<file path="src/rtl/scmp_bus_pak.sv">
// Shared types and constants for the SC/MP external bus sequencer.
package scmp_bus_pak;

    // Sequencer states, in the order a bus cycle walks through them.
    typedef enum logic [2:0] {
        IDLE,
        ARB,
        ADDR,
        DATA,
        REC
    } BUS_ST_t;

    // Bit positions of the status flags inside the cyc_flags nibble {H,D,I,R}.
    localparam int FLAG_IX_R = 0;
    localparam int FLAG_IX_I = 1;
    localparam int FLAG_IX_D = 2;
    localparam int FLAG_IX_H = 3;

    // Width of the shared phase down-counter; covers phase lengths up to 16 clocks.
    localparam int BUS_CNT_W = 4;

    // Byte driven on the data bus during the address phase: flags high, A15:12 low.
    function automatic logic [7:0] ads_byte(input logic [3:0] flags, input logic [3:0] a_hi);
        logic [7:0] b;
        b[3:0]           = a_hi;
        b[4 + FLAG_IX_R] = flags[FLAG_IX_R];
        b[4 + FLAG_IX_I] = flags[FLAG_IX_I];
        b[4 + FLAG_IX_D] = flags[FLAG_IX_D];
        b[4 + FLAG_IX_H] = flags[FLAG_IX_H];
        return b;
    endfunction

endpackage

</file>
<file path="src/rtl/scmp_bus_ctl.sv">
// SC/MP external bus sequencer/arbiter: wins the bus on the BREQ/ENIN/ENOUT
// daisy chain, runs address and strobe phases, then acks the core.
//
//  state | meaning
//  IDLE  | bus released; latch a new core request
//  ARB   | waiting for enin=1 and a quiet BREQ line
//  ADDR  | ads_n low, flag nibble + A15:12 on the data bus
//  DATA  | rd_n or wr_n low; minimum STB_CYC clocks, stretched by hold
//  REC   | strobes released, breq_o still held; ack on exit
module scmp_bus_ctl
    import scmp_bus_pak::*;
#(
    parameter int ADS_CYC = 1,
    parameter int STB_CYC = 2,
    parameter int REC_CYC = 1
) (
    input  logic        clk,
    input  logic        rst,
    input  logic        cyc_req,
    input  logic        cyc_we,
    input  logic [15:0] cyc_addr,
    input  logic [7:0]  cyc_wdata,
    input  logic [3:0]  cyc_flags,
    output logic        cyc_ack,
    output logic [7:0]  cyc_rdata,
    input  logic        enin,
    output logic        enout,
    input  logic        breq_i,
    output logic        breq_o,
    input  logic        hold,
    output logic [11:0] addr_o,
    input  logic [7:0]  d_i,
    output logic [7:0]  d_o,
    output logic        d_oe,
    output logic        ads_n,
    output logic        rd_n,
    output logic        wr_n
);

    localparam logic [BUS_CNT_W-1:0] ADS_LOAD = BUS_CNT_W'(ADS_CYC - 1);
    localparam logic [BUS_CNT_W-1:0] STB_LOAD = BUS_CNT_W'(STB_CYC - 1);
    localparam logic [BUS_CNT_W-1:0] REC_LOAD = BUS_CNT_W'(REC_CYC - 1);

    BUS_ST_t              state_q, state_d;
    logic [BUS_CNT_W-1:0] cnt_q, cnt_d;
    logic                 we_q, we_d;
    logic [15:0]          addr_q, addr_d;
    logic [7:0]           wdata_q, wdata_d;
    logic [3:0]           flags_q, flags_d;
    logic                 ads_n_q, ads_n_d;
    logic                 rd_n_q, rd_n_d;
    logic                 wr_n_q, wr_n_d;
    logic                 breq_o_q, breq_o_d;
    logic                 d_oe_q, d_oe_d;
    logic [7:0]           d_o_q, d_o_d;
    logic [11:0]          addr_o_q, addr_o_d;
    logic                 cyc_ack_q, cyc_ack_d;
    logic [7:0]           cyc_rdata_q, cyc_rdata_d;

    // Next-state and next-output decode; every output is computed one clock ahead.
    always_comb begin
        state_d     = state_q;
        cnt_d       = cnt_q;
        we_d        = we_q;
        addr_d      = addr_q;
        wdata_d     = wdata_q;
        flags_d     = flags_q;
        ads_n_d     = ads_n_q;
        rd_n_d      = rd_n_q;
        wr_n_d      = wr_n_q;
        breq_o_d    = breq_o_q;
        d_oe_d      = d_oe_q;
        d_o_d       = d_o_q;
        addr_o_d    = addr_o_q;
        cyc_ack_d   = 1'b0;
        cyc_rdata_d = cyc_rdata_q;

        case (state_q)
            IDLE: begin
                // A request still high during the ack clock belongs to the finished cycle.
                if (cyc_req && !cyc_ack_q) begin
                    we_d    = cyc_we;
                    addr_d  = cyc_addr;
                    wdata_d = cyc_wdata;
                    flags_d = cyc_flags;
                    state_d = ARB;
                end
            end
            ARB: begin
                if (enin && !breq_i) begin
                    breq_o_d = 1'b1;
                    addr_o_d = addr_q[11:0];
                    ads_n_d  = 1'b0;
                    d_oe_d   = 1'b1;
                    d_o_d    = ads_byte(flags_q, addr_q[15:12]);
                    cnt_d    = ADS_LOAD;
                    state_d  = ADDR;
                end
            end
            ADDR: begin
                if (cnt_q == '0) begin
                    ads_n_d = 1'b1;
                    cnt_d   = STB_LOAD;
                    state_d = DATA;
                    if (we_q) begin
                        wr_n_d = 1'b0;
                        d_oe_d = 1'b1;
                        d_o_d  = wdata_q;
                    end else begin
                        rd_n_d = 1'b0;
                        d_oe_d = 1'b0;
                    end
                end else begin
                    cnt_d = cnt_q - 1'b1;
                end
            end
            DATA: begin
                if (cnt_q != '0) begin
                    cnt_d = cnt_q - 1'b1;
                end else if (!hold) begin
                    rd_n_d  = 1'b1;
                    wr_n_d  = 1'b1;
                    d_oe_d  = 1'b0;
                    if (!we_q) begin
                        cyc_rdata_d = d_i;
                    end
                    cnt_d   = REC_LOAD;
                    state_d = REC;
                end
            end
            REC: begin
                if (cnt_q == '0) begin
                    breq_o_d  = 1'b0;
                    cyc_ack_d = 1'b1;
                    state_d   = IDLE;
                end else begin
                    cnt_d = cnt_q - 1'b1;
                end
            end
            default: begin
                state_d = IDLE;
            end
        endcase
    end

    // State and output registers; reset abandons any cycle in flight without an ack.
    always_ff @(posedge clk) begin
        if (rst) begin
            state_q     <= IDLE;
            cnt_q       <= '0;
            we_q        <= 1'b0;
            addr_q      <= '0;
            wdata_q     <= '0;
            flags_q     <= '0;
            ads_n_q     <= 1'b1;
            rd_n_q      <= 1'b1;
            wr_n_q      <= 1'b1;
            breq_o_q    <= 1'b0;
            d_oe_q      <= 1'b0;
            d_o_q       <= '0;
            addr_o_q    <= '0;
            cyc_ack_q   <= 1'b0;
            cyc_rdata_q <= '0;
        end else begin
            state_q     <= state_d;
            cnt_q       <= cnt_d;
            we_q        <= we_d;
            addr_q      <= addr_d;
            wdata_q     <= wdata_d;
            flags_q     <= flags_d;
            ads_n_q     <= ads_n_d;
            rd_n_q      <= rd_n_d;
            wr_n_q      <= wr_n_d;
            breq_o_q    <= breq_o_d;
            d_oe_q      <= d_oe_d;
            d_o_q       <= d_o_d;
            addr_o_q    <= addr_o_d;
            cyc_ack_q   <= cyc_ack_d;
            cyc_rdata_q <= cyc_rdata_d;
        end
    end

    // Pass the chain enable downstream only while idle and not about to request.
    assign enout = enin & ~cyc_req & (state_q == IDLE);

    assign cyc_ack   = cyc_ack_q;
    assign cyc_rdata = cyc_rdata_q;
    assign breq_o    = breq_o_q;
    assign addr_o    = addr_o_q;
    assign d_o       = d_o_q;
    assign d_oe      = d_oe_q;
    assign ads_n     = ads_n_q;
    assign rd_n      = rd_n_q;
    assign wr_n      = wr_n_q;

endmodule
</file>
<file path="config.mk">
export PLATFORM = sky130hd
export DESIGN_NAME = scmp_bus_ctl
export DESIGN_NICKNAME = d
export VERILOG_FILES = /design/src/rtl/scmp_bus_pak.sv /design/src/rtl/scmp_bus_ctl.sv
export SDC_FILE = /design/constraint.sdc
export NUM_CORES = 1
export LEC_CHECK = 0
export ABC_CLOCK_PERIOD_IN_PS = 2000
export CORE_AREA = 2 2 93 95
export DETAILED_ROUTE_END_ITERATION = 10
export DIE_AREA = 0 0 95 97
export GPL_ROUTABILITY_DRIVEN = 0
export PLACE_DENSITY = 0.64
export SYNTH_ARGS = -nofsm -noshare
export SYNTH_HDL_FRONTEND = slang
export SYNTH_SLANG_ARGS = --single-unit
</file>
<file path="constraint.sdc">
create_clock -name clk -period 2 [get_ports clk]
set_input_delay 0.2 -clock clk [delete_from_list [all_inputs] [get_ports clk]]
set_output_delay 0.2 -clock clk [all_outputs]
set_load 0.02 [all_outputs]
</file>
== Word level (Yosys, flattened, before mapping) ==
Cells that the tools add are included.
Storage, ports and cells
  logic and storage cells: 98
  flip-flop bits (word level): 70
  output and inout port bits: 35
Operators by class
  mux-type cells: 37
  equal/unequal tests: 14
  reduce and logical (&&, ||, !) cells: 24
  bitwise logic cells: 7
  add/sub/neg operators: 1
Operator list (number)
  8-bit 2-to-1 mux: 3
  4-bit 2-to-1 mux: 5
  3-bit 2-to-1 mux: 6
  2-bit inequality test, second input constant: 9
  4-bit case mux with 4 select lines: 1
  8-bit case mux with 2 select lines: 1
  1-bit 2-to-1 mux: 15
  3-bit case mux with 5 select lines: 1
  5-bit AND reduction: 3
  4-bit AND reduction: 3
  1-bit case mux with 2 select lines: 4
  4-bit nonzero test: 2
  3-bit by 2-bit == test with 1-bit output, second input constant: 2
  3-bit AND reduction: 2
  6-bit AND reduction: 1
  2-bit nonzero test: 3
  1-bit NOT: 5
  4-bit logical NOT: 1
  2-bit AND reduction: 2
  4-bit by 1-bit subtractor with 4-bit output, second input constant: 1
  3-bit by 1-bit == test with 1-bit output, second input constant: 1
  3-bit == test, second input constant: 1
  3-bit logical NOT: 1
  3-bit inequality test, second input constant: 1
  6 further kinds: 9

== Longest topological paths before layout ==
Gate-level depths: netlist (run 1).
  word-level depth: 4
  depth in mapped cells: 7
  mapped depth without buffers: 6

== Least setup slack after synthesis (run 1) ==
Ideal clock, no wire load.
  path type: register -> register
  start: reg cnt_q[0]
  end: reg cnt_q[1]
  buffers on the path: 0
  slack: 235 ps
  period minus slack after synthesis: 1765 ps
  data arrival time: 1644 ps
  cell stages (with the launch flop): 7
  cells stage by stage: dfxtp_1 > inv_1 > ha_1 > nor3b_2 > o21ai_1 > a21o_1 > mux2_4
On the way
  longest elaborated chain between the ends: 3
  elaborated cells between the ends (all ways): 10
Ends and longest elaborated chain
  start, declared: RTL line scmp_bus_ctl.sv:45  | logic [BUS_CNT_W-1:0] cnt_q, cnt_d;
  start signal, assigned: RTL line scmp_bus_ctl.sv:166  | cnt_q <= cnt_d;
  4-bit by 1-bit subtractor with 4-bit output (tied with other cells): RTL line scmp_bus_ctl.sv:114, scmp_bus_ctl.sv:119, scmp_bus_ctl.sv:137
  4-bit 2-to-1 mux (tied with other cells): RTL line scmp_bus_ctl.sv:132  | if (cnt_q == '0) begin
  4-bit case mux with 4 select lines or 4-bit AND reduction (tied branches)
Parallel ways exist; a longest one is shown, timed or not. The select of a mux whose other input is x is not followed.
A chain may end at the register's enable or synchronous reset.

== Worst setup path after layout (run 1) ==
  start: reg cnt_q[0]
  end: reg d_o_q[5], in the netlist d_o[5]
On the way
  longest elaborated chain between the ends: 3
Ends and longest elaborated chain
  4-bit logical NOT: RTL line scmp_bus_ctl.sv:101  | if (cnt_q == '0) begin
  2-bit inequality test (no source line)
  4-bit AND reduction (no source line)
  end signal, assigned: RTL line scmp_bus_ctl.sv:176  | d_o_q <= d_o_d;
  end, declared: RTL line scmp_bus_ctl.sv:55  | logic [7:0] d_o_q, d_o_d;
Every way passes these cells.

==> results of run 1 <==
-- how the worst max path moves through the flow --
stage	from	to	slack, ps	depth (start not counted)
6_report	cnt_q[0]$_SDFFE_PP0P_	d_o[5]$_SDFFE_PP0P_	120	7
3_3_place_gp	cnt_q[0]$_SDFFE_PP0P_	d_o[4]$_SDFFE_PP0P_	150	7
5_1_grt	cnt_q[0]$_SDFFE_PP0P_	d_o[1]$_SDFFE_PP0P_	-3	7
3_5_place_dp	cnt_q[0]$_SDFFE_PP0P_	d_o[4]$_SDFFE_PP0P_	80	7
2_1_floorplan	cnt_q[0]$_SDFFE_PP0P_	cnt_q[1]$_SDFFE_PP0P_	230	6
4_1_cts	cnt_q[0]$_SDFFE_PP0P_	d_o[4]$_SDFFE_PP0P_	70	7
-- logic make-up after synthesis --
logic type,synth area share (%)
multiplexers,3.74
buffers and inverters,4.85
AO/OA/AOI/OAI,16.9
AND/OR/NAND/NOR,24.2
flip-flops,49.9
adder cells (fa/ha/maj),0.445
-- area by class of cell --
type                    count  area share (%)
inverters                   5           0.474
repair buffers             92            22.9
clock inverters             7            2.43
clock buffers               9            3.13
flip-flops and latches     70            35.4
multi-input cells         238            32.4
well taps                 105            3.32
-- stage by stage --
stage	util (%)	area (sq um)
after floorplan	-	2810
after global placement	45.8	3730
after detailed placement	45.8	3730
after CTS	48.5	3950
after global routing	48.7	3960
final	48.7	3960
-- worst reg2reg max path, cell delays in order, from the launching register on --
cell and delay [ps]:
sky130_fd_sc_hd__dfxtp_1 330, sky130_fd_sc_hd__inv_1 80, sky130_fd_sc_hd__ha_2 220, sky130_fd_sc_hd__or3b_4 440, sky130_fd_sc_hd__nor4_4 230, sky130_fd_sc_hd__buf_6 170
sky130_fd_sc_hd__nor3_1 50, sky130_fd_sc_hd__a311oi_1 260
-- power by group --
part	switching [mW]	internal [mW]
combinational	0.220	0.202
sequential	0.0409	1.46
clock	0.553	0.707
total	0.815	2.37
-- metal layers --
metal / wire length, um / global-route usage [%] / vias to the layer above
met5: 0 / 0 / -
met4: 59 / 5.69 / 0
met3: 378 / 3.50 / 4
met2: 3080 / 22.9 / 64
met1: 3460 / 22.2 / 1223
li1: - / - / 1318
-- cell usage in the layout, fill, tap and decap left out, types with 2 or more instances in the layout --
| master | instances |
|---|---|
| sky130_fd_sc_hd__nand2_1 | 95 |
| sky130_fd_sc_hd__clkdlybuf4s50_1 | 75 |
| sky130_fd_sc_hd__dfxtp_1 | 70 |
| sky130_fd_sc_hd__a21oi_1 | 48 |
| sky130_fd_sc_hd__nor2_1 | 16 |
| sky130_fd_sc_hd__buf_4 | 12 |
| sky130_fd_sc_hd__o21ai_0 | 11 |
| sky130_fd_sc_hd__nor3_1 | 10 |
| sky130_fd_sc_hd__mux2i_1 | 9 |
| sky130_fd_sc_hd__clkbuf_8 | 9 |
| sky130_fd_sc_hd__a311oi_1 | 8 |
| sky130_fd_sc_hd__inv_1 | 4 |
| sky130_fd_sc_hd__nand2b_1 | 3 |
| sky130_fd_sc_hd__a22oi_1 | 3 |
| sky130_fd_sc_hd__a211oi_1 | 3 |
| sky130_fd_sc_hd__nor2b_1 | 2 |
| sky130_fd_sc_hd__a31oi_1 | 2 |
| sky130_fd_sc_hd__nand3_1 | 2 |
| sky130_fd_sc_hd__nor4_4 | 2 |
| sky130_fd_sc_hd__and4_1 | 2 |
| sky130_fd_sc_hd__nand4_1 | 2 |
| sky130_fd_sc_hd__or3_1 | 2 |
| sky130_fd_sc_hd__clkinv_2 | 2 |
| sky130_fd_sc_hd__bufinv_16 | 2 |
| sky130_fd_sc_hd__clkinv_4 | 2 |
| sky130_fd_sc_hd__buf_12 | 2 |
-- state kept, by name, summed over array words and instances (netlist names) --
name and count:
addr_o 12, addr_q 16, ads_n 1, breq_o 1, cnt_q 4, cyc_ack 1, cyc_rdata 8, d_o 8
d_oe 1, flags_q 4, rd_n 1, state_q 3, wdata_q 8, we_q 1, wr_n 1
-- repair_timing --
action,4_1_cts,5_1_grt
resized for setup,1,3
hold buffers,0,0
pin swaps,0,0
gates cloned,0,0
endpoints found under the setup margin,1,19
==> parameters.txt, run 1 <==
Parameter                              Value

Hold path
  Count of cells along the worst hold path ... 3
  Hold EP ... addr_q[0]$_SDFFE_PP0P_
  Worst min-delay path startpoint ... cyc_addr[0]
  Class of the most critical hold timing path ... input port to register

Logic synthesis
  Count of warnings emitted by yosys ... 0
  Synthesized netlist net count ... 381
  Count of distinct cell types in the synthesized netlist ... 42
  Seq/Total Area, Yosys ... 49.9%
  Most area-hungry cell type in the Yosys netlist ... sky130_fd_sc_hd__dfxtp_1
  Area of the mapped netlist ... 0.00281 sq mm
  Count of mapped cells out of synthesis ... ~340
  Register bit count reported by yosys ... 70
  Number of enable flip-flop cells after synthesis ... 0
  Area contributors post-synth ... sky130_fd_sc_hd__dfxtp_1 50%, sky130_fd_sc_hd__nand2_1 13%, sky130_fd_sc_hd__a21oi_1 8.5%
  Post-synth ARST share ... 0%
  Post-synth top area share ... 49.9%
  Count leader, synth ... sky130_fd_sc_hd__nand2_1
  Leading register cell type out of synthesis ... sky130_fd_sc_hd__dfxtp_1
  Average footprint of a synthesized cell ... about 8.3 sq um
  Top post-synthesis cells by count ... 95 x sky130_fd_sc_hd__nand2_1, 70 x sky130_fd_sc_hd__dfxtp_1, 48 x sky130_fd_sc_hd__a21oi_1, 16 x sky130_fd_sc_hd__nor2_1, 15 x sky130_fd_sc_hd__clkbuf_1

Cells and area
  Non-filler cells in the finished layout ... 526
  Area used by multi-input combinational logic ... 0.00128 sq mm
  Count of fill cells added during filler insertion ... 786
  Fraction of layout instances using a drive strength above 1 ... 9.98%
  Antenna diode count ... 0
  Net count, final ... 460
  Reg area ... 0.00140 sq mm
  Area growth syn-to-layout ... 40.9%

Timing
  Endpoints failing hold ... 0
  Final setup viols ... 0
  Actual slew at the worst max-slew pin ... 787 ps
  Min Hold Slack ... roughly 400 ps
  Min Tclk post-route ... ~1900 ps
  Final worst setup slack ... between 100 and 150 ps
  Final worst-path cycle share ... 93.8%
  Remaining max-slew budget at the tightest pin ... 47.5%
  Clock Skew ... 13.7 ps
  Highest clock rate ... 0.533 GHz
  Pins over their slew limit ... 0
  Final TNS setup ... 0 ps

Power
  PnR Total Power ... 3.18 mW
  Reported leakage power ... 1.39 nW
  Worst IR drop on VDD ... approximately 0.43 mV
  Pwr dens ... 804 mW/mm^2

Critical path
  CP Data Arrival Time ... about 2100 ps
  Crit path launch type ... register
  Setup slack on the worst flop-to-flop path ... 120 ps
  Category of cells accounting for the largest share of critical-path delay ... simple AND/OR/NAND/NOR gates
  R2R Path End ... d_o[5]$_SDFFE_PP0P_
  Combined buffer and inverter count along the critical path ... 2
  Slowest stage cell, crit path ... sky130_fd_sc_hd__or3b_4
  Ordered cell list for the critical path ... inv_1, ha_2, or3b_4, nor4_4, buf_6, nor3_1, a311oi_1
  Crit path capture type ... register
  Register-to-Register Path Depth ... 7
  Required time of the critical path ... 2230 ps
  CP Max Fanout ... 8
  Stage delay of the slowest cell on the critical path ... 440 ps
  Path type of the worst setup path ... register to register
  Worst R2R Start ... cnt_q[0]$_SDFFE_PP0P_

GRT
  GRT Resource Usage Total ... 15.6%
  Number of antenna violations at the first check in global routing ... 0
  Maximum number of pins on one net before global-route repair ... 41
  Overflow after GRT ... 0
  First-pass GRT wire length ... 11.5 mm
  Via count of the first global-routing pass ... between 2k and 2.5k

Placement
  Total placed cells including tap cells ... 510
  Post-placement setup slack ... about 80 ps
  HPWL Detailed ... 4.78 mm
  Number of port buffers ... slightly below 80

Status
  Status ... finished, final reports clean

Die
  Top Ports ... 78
  Initial standard-cell utilization of the core ... between 30 and 40%
  Die ar. ... 0.00922 sq mm
  Number of placement rows ... 33
  Die Span X ... approximately 95 um
  Total core area ... 0.00813 sq mm
  Die height ... ~97 um

Clocking
  Clock root buffer ... sky130_fd_sc_hd__clkbuf_8
  Number of H-tree branching levels ... 3
  Number of clock sinks seen by CTS ... 70
  Number of buffers added by the clock tree synthesis step ... 9
  Clock tree from TritonCTS ... built
  Reg clk slew, reported paths ... 80 ps
  Post-CTS setup buffers ... 0
  Maximum clock insertion buffer count ... 2
  Clk_lat worst skew ... 340 ps

Route
  TritonRoute pass-1 iters ... 4
  DR DRC count ... 0
  Total number of vias ... ~2.6k
  Vias/cell ... 4.96
  Routed WL ... 6.97 mm
  Mean routed wirelength per cell ... 13.3 um
  Post-DRT Antenna Nets ... 0
  Initial DRC count ... 85

Run
  Max cap viols ... 0
(Power assumes the default switching activity.)
==> inputs of run 2 (changes only) <==
--- a/config.mk
+++ b/config.mk
@@ -6,11 +6,11 @@
 export NUM_CORES = 1
 export LEC_CHECK = 0
 export ABC_CLOCK_PERIOD_IN_PS = 2000
-export CORE_AREA = 2 2 93 95
+export CORE_AREA = 2 2 87 89
 export DETAILED_ROUTE_END_ITERATION = 10
-export DIE_AREA = 0 0 95 97
+export DIE_AREA = 0 0 89 91
 export GPL_ROUTABILITY_DRIVEN = 0
-export PLACE_DENSITY = 0.64
+export PLACE_DENSITY = 0.72
 export SYNTH_ARGS = -nofsm -noshare
 export SYNTH_HDL_FRONTEND = slang
 export SYNTH_SLANG_ARGS = --single-unit
==> run 2 against run 1 <==
Compared with the run above:
- design area grew 0.13%
- largest cell class unchanged
- largest power group unchanged
- global-route usage increased by 2.0 points
- flip-flop and latch count is the same
- via count is 0.65% higher
==> parameters.txt, run 2 (synthesis gave the netlist of run 1 again) <==
Parameter                              Value

Status
  Status ... finished, final reports clean (unchanged)

Die
  Top Ports ... 78 (unchanged)
  Total core area ... 0.00714 sq mm (was 0.00813 sq mm)
  Die Span X ... 89 um (was 95 um)
  Number of placement rows ... 31 (was 33)
  Die height ... 91 um (was 97 um)
  Initial standard-cell utilization of the core ... 39.4% (was 34.5%)
  Die ar. ... 0.00810 sq mm (was 0.00922 sq mm)

Cells and area
  Most flops, register ... addr_q (unchanged)
  Most common cell after layout, fill and taps aside ... sky130_fd_sc_hd__nand2_1 (unchanged)
  Net count, final ... 460 (unchanged)
  Commonest non-fill, non-tap cells in the layout ... 95 x sky130_fd_sc_hd__nand2_1, 75 x sky130_fd_sc_hd__clkdlybuf4s50_1, 70 x sky130_fd_sc_hd__dfxtp_1 (unchanged)
  Max reg flops ... 16 (unchanged)
  Fraction of layout instances using a drive strength above 1 ... 9.76% (was 9.98%)
  Area growth syn-to-layout ... 41.1% (was 40.9%)
  Antenna diode count ... 0 (unchanged)
  Count of fill cells added during filler insertion ... 676 (was 786)

Timing
  Clock Skew ... 5.52 ps (was 13.7 ps)
  Unrepaired setup endpoints after global routing ... no
  Final TNS setup ... 0 ps (unchanged)
  Final worst setup slack ... 158 ps (was 124 ps)
  Actual slew at the worst max-slew pin ... 760 ps (was 787 ps)
  Min Hold Slack ... 407 ps (was 401 ps)
  Final setup viols ... 0 (unchanged)
  Min Tclk post-route ... 1840 ps (was 1880 ps)
  Remaining max-slew budget at the tightest pin ... 49.3% (was 47.5%)
  Highest clock rate ... 0.543 GHz (was 0.533 GHz)
  Final worst-path cycle share ... 92.1% (was 93.8%)
  Endpoints failing hold ... 0 (unchanged)
  Pins over their slew limit ... 0 (unchanged)

Clocking
  Maximum clock insertion buffer count ... 2 (unchanged)
  Post-CTS setup buffers ... 0 (unchanged)
  Number of clock sinks seen by CTS ... 70 (unchanged)
  Reg clk slew, reported paths ... 70 ps (was 80 ps)
  Number of H-tree branching levels ... 3 (unchanged)
  Number of buffers added by the clock tree synthesis step ... 9 (unchanged)
  Clock root buffer ... sky130_fd_sc_hd__clkbuf_8 (unchanged)
  Number of hold-repair buffers added at the cts stage ... 0 (unchanged)
  Clk_lat worst skew ... 330 ps (was 340 ps)
  Clock tree from TritonCTS ... built (unchanged)

Route
  Mean routed wirelength per cell ... 13.5 um (was 13.3 um)
  Vias/cell ... 5.06 (was 4.96)
  Initial DRC count ... 126 (was 85)
  Total number of vias ... 2626 (was 2609)
  TritonRoute pass-1 iters ... 4 (unchanged)
  DR DRC count ... 0 (unchanged)
  Post-DRT Antenna Nets ... 0 (unchanged)
  Routed WL ... 7.01 mm (was 6.97 mm)

Power
  Sequential group share of total power ... 47.1% (about the same)
  PnR Total Power ... 3.19 mW (was 3.18 mW)
  Relative contribution of combinational cells to total power ... 13.3% (about the same)
  Worst IR drop on VDD ... 0.366 mV (was 0.433 mV)
  Total internal power ... 2.43 mW (was 2.37 mW)
  Fraction of power consumed by the clock network ... 39.6% (about the same)
  Sw Pwr ... 764 uW (was 815 uW)
  Reported leakage power ... 1.39 nW (about the same)
  Pwr dens ... 805 mW/mm^2 (was 804 mW/mm^2)
  Net Sw Frac ... 23.9% (was 25.6%)

Hold path
  Class of the most critical hold timing path ... input port to register (unchanged)

GRT
  Maximum number of pins on one net before global-route repair ... 40 (was 41)
  First-pass GRT wire length ... 11.3 mm (was 11.5 mm)
  Number of antenna violations at the first check in global routing ... 0 (unchanged)
  Via count of the first global-routing pass ... 2459 (was 2408)
  GRT Resource Usage Total ... 17.6% (was 15.6%)
  Overflow after GRT ... 0 (unchanged)

Critical path
  Crit path capture type ... register (unchanged)
  Required time of the critical path ... 2240 ps (was 2230 ps)
  CP Max Fanout ... 8 (unchanged)
  Path type of the worst setup path ... register to register (unchanged)
  CP Data Arrival Time ... 2080 ps (was 2110 ps)
  Crit path launch type ... register (unchanged)

Placement
  Number of port buffers ... 77 (unchanged)
  HPWL Detailed ... 4.68 mm (was 4.78 mm)
  Post-placement setup slack ... 75.3 ps (was 81.5 ps)

Run
  Max cap viols ... 0 (unchanged)
## run 2: changes by cell type in the layout (fill, tap and decap cells not counted), sizes merged
| cell | change |
|---|---|
| clkinvlp | +1 |
| clkinv | -4 |
| inv | -1 |
| clkbuf | +3 |
## run 2: repair_timing
item                       in CTS  in global routing
setup endpoints to repair       1                 17
cloned                          0                  0
pin swaps                       0                  2
gates resized for setup         1                  5
## run 2: metal layers
metal / global-route usage (%) / vias up / routed length (um)
met4: 8.71 / 0 / 160
li1: - / 1322 / -
met5: 0 / - / 0
met3: 3.45 / 11 / 438
met1: 24.6 / 1209 / 3250
met2: 25.7 / 84 / 3160
## run 2: area by class of cell
type	instances	area (sq um)	share of cell area, %
multi-input combinational	238	1290	32.6
sequential	70	1400	35.4
clock buffer	12	155	3.91
timing repair buffer	92	906	22.9
tap	99	124	3.13
inverter	5	18.8	0.473
clock inverter	3	67.6	1.70
## run 2: worst paths after layout
kind / slack (ps) / start / to / depth (start not counted)
max: 160 / cnt_q[1]$_SDFFE_PP0P_ / d_o[7]$_SDFFE_PP0P_ / 7
min: 410 / cyc_wdata[5] / wdata_q[5]$_SDFFE_PP0P_ / 3
max reg2reg: 160 / cnt_q[1]$_SDFFE_PP0P_ / d_o[7]$_SDFFE_PP0P_ / 7
min reg2reg: 450 / addr_q[4]$_SDFFE_PP0P_ / addr_o[4]$_SDFFE_PP0P_ / 2
## run 2: power groups by stage
stage / Sequential, mW / Combinational, mW / Clock [mW]
floorplan: 1.54 / 0.217 / 0
global placement: 1.53 / 0.414 / 0
finish: 1.50 / 0.425 / 1.26
global route: 1.51 / 0.468 / 1.34
CTS: 1.50 / 0.422 / 1.29
detailed placement: 1.53 / 0.420 / 0
## run 2: critical path, cell delays in order (launching register included)
cell and delay, ps:
sky130_fd_sc_hd__dfxtp_1 310, sky130_fd_sc_hd__inv_1 120, sky130_fd_sc_hd__ha_4 180, sky130_fd_sc_hd__or3b_4 430, sky130_fd_sc_hd__nor4_4 240, sky130_fd_sc_hd__buf_6 170, sky130_fd_sc_hd__nor3_1 60, sky130_fd_sc_hd__a311oi_1 240
## run 2: through the flow
| step | instances | utilization [%] | area [sq um] |
|---|---|---|---|
| CTS | 519 | 55.2 | 3940 |
| finish | 519 | 55.5 | 3960 |
| detailed placement | 504 | 52.1 | 3720 |
| floorplan | 337 | - | 2810 |
| global placement | 504 | 52.1 | 3720 |
| global route | 519 | 55.5 | 3960 |
==> inputs of run 3 (changes only) <==
--- a/config.mk
+++ b/config.mk
@@ -5,7 +5,6 @@
 export SDC_FILE = /design/constraint.sdc
 export NUM_CORES = 1
 export LEC_CHECK = 0
-export ABC_CLOCK_PERIOD_IN_PS = 2000
 export CORE_AREA = 2 2 87 89
 export DETAILED_ROUTE_END_ITERATION = 10
 export DIE_AREA = 0 0 89 91
==> results of run 3 <==
The final DEF is identical to that of run 2; final timing and power are the same.
==> variant, RTL diff (flow settings as in run 3) <==
Encoding of `BUS_ST_t`: now Gray code (3 bits for 5 values).
--- a/src/rtl/scmp_bus_pak.sv
+++ b/src/rtl/scmp_bus_pak.sv
@@ -4,9 +4,9 @@
     // Sequencer states, in the order a bus cycle walks through them.
     typedef enum logic [2:0] {
-        IDLE,
-        ARB,
-        ADDR,
-        DATA,
-        REC
+        IDLE = 3'b000,
+        ARB  = 3'b001,
+        ADDR = 3'b011,
+        DATA = 3'b010,
+        REC  = 3'b110
     } BUS_ST_t;
 
Function: same outputs for any inputs over 10 cycles, from zero or initial values and one cycle with rst high; not proved beyond that.
==> variant against run 3 <==
Design area shrank 3.8%; core utilization shrank 2.1 points; via count shrank 5.2%; synthesized area shrank 2.7%; fmax grew 1.1%; total power shrank 6.9%; routed wire length shrank 5.5%; setup slack gained 0.020 ns; count of clock-buffer cells in the layout shrank 3; sequential cell count is the same; critical endpoint is now d_o[1]$_SDFFE_PP0P_; largest power group unchanged; highest routed layer unchanged.
==> variant: results <==
metrics = {
    "critical_path": {
        "cpMaxStageDelayCell": "dfxtp_1",
        "cp.arrival_ns": 2.06,
        "r2r_slack_ns": 0.18,
        "ff2ff_path_depth": 4,
        "r2r_end": "d_o[1]$_SDFFE_PP0P_",
        "crit_fanout": 11,
        "start_kind": "register",
        "cpPeakStageDelay_ns": 0.54,
        "rr_startpoint": "state_q[0]$_SDFFE_PP0P_",
    },
    "routing": {
        "drt_iter0_markers": 131,
        "dr_wl_met3_um": 329,
        "wl_met1_um": 2983,
        "num_vias": 2490,
    },
    "pwr": {
        "seqPwrFrac_pct": 50.0,
        "clockPowerShare_pct": 37.7,
        "vdd_drop_max_mv": 0.3433,
        "p_switching_uw": 760.0,
        "power_density_nw_per_um2": 779.5,
    },
    "outcome": {
        "status": "completed",
    },
    "sta": {
        "skew_ns": 0.007191,
        "relSlewSlack_pct": 69.73,
    },
    "synthesis": {
        "synthTopCellsByArea": "dfxtp_1 51%, nand2_1 12%, a21oi_1 8.6%",
        "synth_nets": 367,
        "seq_area_frac_synth_pct": 51.24,
        "synth_common_cells": "87 x nand2_1, 70 x dfxtp_1, 47 x a21oi_1",
        "synth_compound_area_share_pct": 14.46,
        "synth_fa_ha_area_share_pct": 0.4575,
        "synth_mux_area_share_pct": 6.267,
    },
    "worst_hold_path": {
        "hp-start": "rst",
        "hold_path_end": "flags_q[2]$_SDFFE_PP0P_",
    },
    "global_route": {
        "grtUsageTotal_pct": 16.48,
        "grt_pass1_wl_um": 10610,
        "grt_max_degree": 46,
        "met2_usage_pct": 25.87,
        "grt_pass1_vias": 2315,
        "grt.met1_usage_pct": 21.81,
    },
    "placed_design": {
        "dp_hpwl_um": 4470,
        "io_buffers": 77,
    },
    "clock_tree": {
        "postCtsSetupBuffers": 0,
    },
    "layout": {
        "drive_gt1_share_pct": 8.416,
    },
}
-- variant: cell count changes in the layout (fill, tap and decap cells not counted), moves of 3 or more --
cell,before,now
a211oi_1,3,9
a311oi_1,8,0
mux2i_1,9,16
nand2_1,95,87
nor2b_1,2,5
nor3_1,10,13
o21ai_0,11,3
-- variant: metrics by stage --
stage                     area [sq um]  hold WS, ns  instances  setup WS, ns  utilization [%]
after floorplan                   2735       0.3360        323        0.2297                -
after global placement            3616       0.4378        487        0.2551            50.67
after detailed placement          3616       0.4462        487        0.2035            50.67
after CTS                         3814       0.3139        503        0.1745            53.44
after global routing              3814       0.3393        503       0.01134            53.44
final                             3814       0.3206        503        0.1777            53.44
-- variant: area by class of cell --
type | instances | area [sq um]
multi-input combinational | 226 | 1211
sequential | 70 | 1401
inverter | 3 | 11.26
clock buffer | 9 | 123.9
timing repair buffer | 89 | 867.1
tap | 99 | 123.9
fill | 682 | 3323
clock inverter | 7 | 75.07
